[config.mk]
export PLATFORM = sky130hd
export DESIGN_NAME = gcd_controller
export DESIGN_NICKNAME = d
export VERILOG_FILES = /design/src/rtl/gcd_controller.sv
export SDC_FILE = /design/constraint.sdc
export NUM_CORES = 1
export LEC_CHECK = 0
export CAP_MARGIN = 10
export CORE_AREA = 8 8 45 47
export DETAILED_ROUTE_END_ITERATION = 6
export DIE_AREA = 0 0 53 55
export PLACE_DENSITY = 0.46
export RECOVER_POWER = 25
export SYNTH_ARGS = -nofsm -noshare
export SYNTH_HDL_FRONTEND = slang
export SYNTH_SLANG_ARGS = --single-unit
[constraint.sdc]
create_clock -name clk -period 1.42 [get_ports clk]
set_clock_uncertainty 0.2 [all_clocks]
set_input_delay 0.355 -clock clk [delete_from_list [all_inputs] [get_ports clk]]
set_output_delay 0.355 -clock clk [all_outputs]
set_load 0.005 [all_outputs]
[src/rtl/gcd_controller.sv]
// Moore FSM controller for a subtract-based GCD datapath (A/B registers, subtractor, compare flags).
// Optional iteration timeout enabled by defining GCD_TIMEOUT_EN.
module gcd_controller #(
  parameter logic [15:0] MAX_ITER = 16'd1024
) (
  input  logic clk,
  input  logic rst,
  input  logic start,
  input  logic lt,
  input  logic gt,
  input  logic eq,
  output logic sel1,
  output logic sel2,
  output logic sel3,
  output logic sel4,
  output logic load_A,
  output logic load_B,
  output logic done,
  output logic busy,
  output logic err
);

  typedef enum logic [2:0] {
    S_IDLE,
    S_LOAD_A,
    S_LOAD_B,
    S_CMP,
    S_SUB_A,
    S_SUB_B,
    S_DONE
  } state_t;

  state_t state;
  state_t state_next;
  logic   timeout;
  logic   err_flag;

  always_ff @(posedge clk) begin
    if (!rst) state <= S_IDLE;
    else      state <= state_next;
  end

`ifdef GCD_TIMEOUT_EN
  logic [15:0] iter_cnt;

  // Only consulted in S_CMP; a converged pair (eq) always wins over the limit.
  assign timeout = (iter_cnt == MAX_ITER) && !eq;

  always_ff @(posedge clk) begin
    if (!rst) begin
      iter_cnt <= 16'd0;
      err_flag <= 1'b0;
    end else if ((state == S_IDLE || state == S_DONE) && start) begin
      iter_cnt <= 16'd0;
      err_flag <= 1'b0;
    end else if (state == S_CMP) begin
      if (timeout) begin
        err_flag <= 1'b1;
      end else if ((state_next == S_SUB_A || state_next == S_SUB_B) &&
                   iter_cnt != 16'hFFFF) begin
        iter_cnt <= iter_cnt + 16'd1;
      end
    end
  end
`else
  logic unused_max_iter;

  assign timeout         = 1'b0;
  assign err_flag        = 1'b0;
  assign unused_max_iter = ^MAX_ITER;
`endif

  always_comb begin
    state_next = state;
    sel1       = 1'b0;
    sel2       = 1'b0;
    sel3       = 1'b0;
    sel4       = 1'b0;
    load_A     = 1'b0;
    load_B     = 1'b0;
    done       = 1'b0;
    busy       = 1'b0;
    err        = 1'b0;
    case (state)
      S_IDLE: begin
        if (start) state_next = S_LOAD_A;
      end
      S_LOAD_A: begin
        sel1       = 1'b1;
        load_A     = 1'b1;
        busy       = 1'b1;
        state_next = S_LOAD_B;
      end
      S_LOAD_B: begin
        sel2       = 1'b1;
        load_B     = 1'b1;
        busy       = 1'b1;
        state_next = S_CMP;
      end
      S_CMP: begin
        busy = 1'b1;
        // No flag set is an illegal compare result; terminate rather than spin.
        if (timeout)  state_next = S_DONE;
        else if (eq)  state_next = S_DONE;
        else if (gt)  state_next = S_SUB_A;
        else if (lt)  state_next = S_SUB_B;
        else          state_next = S_DONE;
      end
      S_SUB_A: begin
        sel3       = 1'b1;
        load_A     = 1'b1;
        busy       = 1'b1;
        state_next = S_CMP;
      end
      S_SUB_B: begin
        sel4       = 1'b1;
        load_B     = 1'b1;
        busy       = 1'b1;
        state_next = S_CMP;
      end
      S_DONE: begin
        done = 1'b1;
        err  = err_flag;
        if (start) state_next = S_LOAD_A;
      end
      default: state_next = S_IDLE;
    endcase
  end

endmodule

==> out/summary.txt <==
result of the run: finished, violations left
violations in the final reports: setup timing
violation count after the first detailed-route iteration: 1
kind of start point of the critical path: flip-flop
path type of the worst setup path: flip-flop to output pin
dominant synthesized flop cell: sky130_fd_sc_hd__dfxtp_1
fraction of layout instances using a drive strength above 1: 60.0%
final design utilization: 37.9%
via count: 313
minimum setup slack in the final design: -280 ps
leakage dissipation: 0.240 nW
effective utilization at floorplan: 17.6%
number of cells on the worst reg-to-reg path: 5
power per cell area: 807 nW/um^2
fin nets: 67
CTS tree: done
Die X: 53 um
Hold Crit Endpoint: state[0]
CP max stage delay: 340 ps
number of enable flip-flop cells after synthesis: 0
largest registers: state x3
cell chosen for the clock root: sky130_fd_sc_hd__clkbuf_4
number of cell rows: 14
post-synth top area share: 24.6%
latest clock arrival within the worst-skew pair: 240 ps
fin cells: 76
Die Area: 2920 um^2
post-detailed-route count of antenna-violating nets: 0
worst setup slack for register-to-register paths: 160 ps
vias per cell: 4.12
arrival time of data at the critical path endpoint: 1150 ps
setup repair after global routing missed its margin: yes
post-detailed-route wirelength per cell: 10.1 um
final RePlAce weighted congestion: 0.690
share of the clock period used by the worst path after layout: 120%
top cell type by total area after synthesis: sky130_fd_sc_hd__dfxtp_1
number of CTS-inserted buffers: 3
kind of path behind the tightest hold check: flip-flop to flip-flop
worst-path maximum fanout: 4
Worst VDD drop: 0.350 mV
first-pass iteration count of the detailed router: 2
die height: 55 um
half-perimeter wire length after placement: 575 um
highest achievable clock rate: 588 MHz
Area growth, synth to finish: 115%
leading post-synthesis cells by cell area: sky130_fd_sc_hd__dfxtp_1 25%, sky130_fd_sc_hd__buf_6 9.2%, sky130_fd_sc_hd__nor2_1 9.2%
Buffers on Ports: 13
count of antenna diodes in the layout: 0
H-Tree Depth: 1
post-synthesis cell area: 244 um^2
Net Count, Synth: 38
clock transition at the registers of the reported paths: 40 ps
routed wire length: 770 um
cell family contributing the most delay on the critical path: simple AND/OR/NAND/NOR gates
most instantiated library cell after synthesis: sky130_fd_sc_hd__nor2_1
number of antenna violations at the first check in global routing: 0
Critical Path, Cell by Cell: nor2b_4 > and2_4 > or2_1 > buf_2
combined buffer and inverter count along the critical path: 1
number of buffers inserted by hold repair at cts: 0
type of element capturing the critical path: output pin
Crit Reg-Reg Endpoint: state[1]
pin count of the biggest net entering global routing: 6
FF+latch count, synth: 3
minimum period implied by the final worst setup slack: 1700 ps
number of unique standard cell types used by synthesis: 21
Min-Delay Startpoint: state[2]
Clock Sink Count: 3
maximum number of buffers from clock root to sink: 2
fraction of the yosys area taken by sequential cells: 24.6%
All-Layer GR Usage: 6.00%
largest reg by FF count: state
final count of negative-setup-slack endpoints: 8
critical path data required time: 870 ps
residual DRC count: 0
cells after synthesis: 32
mean instance size in the synthesized netlist: 7.62 um^2
placed insts: 67
Worst Hold Path Cells: 3
flip-flop count of the largest register after layout: 3
number of global-route vias before repair: 308
core region area: 1380 um^2
I/O pin total: 15
count of max-cap constraint violations: 0
cell with the biggest individual delay on the critical path: sky130_fd_sc_hd__dfxtp_4
total overflow reported by the global router: 0
number of max-slew violations in the final report: 0
Async SR Flop Fraction: 0%
first-pass GRT wire length: 1210 um
total count of hold-check failures in the final report: 0
most frequent cells after synthesis: 6 x sky130_fd_sc_hd__nor2_1, 3 x sky130_fd_sc_hd__dfxtp_1, 3 x sky130_fd_sc_hd__o211ai_1
synthesis warning total: 0
RR Startpoint: state[0]
## logic make-up (layout without fill, tap and decap cells)
logic type             count (synthesis)  count (layout)  synth area share, %
AO/OA/AOI/OAI                          6               6                 15.9
buffers and inverters                  5              33                 15.4
flip-flops                             3               3                 24.6
multiplexers                           1               1                 4.10
other                                  1               1                 1.54
AND/OR/NAND/NOR                       16              16                 38.5
## per-layer routing
metal	track usage (%)	part of all wire (%)	vias up
li1	-	-	161
met4	6.47	4.3	0
met2	9.18	48	14
met3	3.21	7.7	2
met5	0	0	-
met1	5.45	40	136
## where the power goes
| group | total (mW) | switching, mW | leakage [nW] | internal [mW] |
|---|---|---|---|---|
| clock | 0.154 | 0.0483 | 0.0150 | 0.106 |
| combinational | 0.171 | 0.0646 | 0.199 | 0.106 |
| sequential | 0.0984 | 0.00733 | 0.0261 | 0.0911 |
## worst register-to-register path, stage by stage (launching register included)
cell                       delay [ps]
sky130_fd_sc_hd__dfxtp_1          310
sky130_fd_sc_hd__buf_4            160
sky130_fd_sc_hd__buf_4            140
sky130_fd_sc_hd__o211ai_1         160
sky130_fd_sc_hd__o211ai_1         110
sky130_fd_sc_hd__nor2_1           110
## stage by stage
| step | total power [mW] | instance area, um^2 | hold slack (ps) | TNS (ps) | setup WS, ps |
|---|---|---|---|---|---|
| finish | 0.423 | 524 | 488 | -1360 | -280 |
| global route | 0.458 | 524 | 505 | -1790 | -329 |
| CTS | 0.425 | 505 | 382 | -1740 | -295 |
| detailed placement | 0.246 | 432 | 418 | -3030 | -448 |
| global placement | 0.245 | 432 | 417 | -3040 | -452 |
| floorplan | 0.160 | 244 | 264 | -19.2 | -19.2 |
## cell type report
cell class              count  area (um^2)
clock buffers               4         26.3
fillers                   157          860
inverters                   2         7.51
multi-input cells          24          191
flip-flops and latches      3         67.6
well taps                  16         20.0
repair buffers             27          211
## placed cells by master, fill, tap and decap left out, types with 2 or more instances in the layout
master / n
sky130_fd_sc_hd__buf_4: 13
sky130_fd_sc_hd__buf_2: 6
sky130_fd_sc_hd__clkdlybuf4s50_1: 5
sky130_fd_sc_hd__nor2_1: 4
sky130_fd_sc_hd__o211ai_1: 3
sky130_fd_sc_hd__clkbuf_4: 3
sky130_fd_sc_hd__buf_6: 3
sky130_fd_sc_hd__nor3_4: 2
sky130_fd_sc_hd__nor2_4: 2
sky130_fd_sc_hd__or2_1: 2
sky130_fd_sc_hd__dfxtp_4: 2
## how the worst max path moves through the flow
| stage | slack [ps] | cells after the start | start | end |
|---|---|---|---|---|
| global route | -330 | 4 | state[1] | load_B |
| floorplan | -20 | 4 | state[1] | load_B |
| global placement | -450 | 4 | state[2] | load_A |
| CTS | -300 | 4 | state[1] | load_B |
| detailed placement | -450 | 4 | state[2] | load_A |
| finish | -280 | 4 | state[1] | load_B |
## what timing repair did
action                     CTS  global route
pin swaps                    5             2
buffers inserted             3             2
cloned                       0             0
gates resized for setup     39             8
setup endpoints to repair    8             8
hold endpoints to repair     0             0
Note: power is estimated with default switching activity, not from simulation.
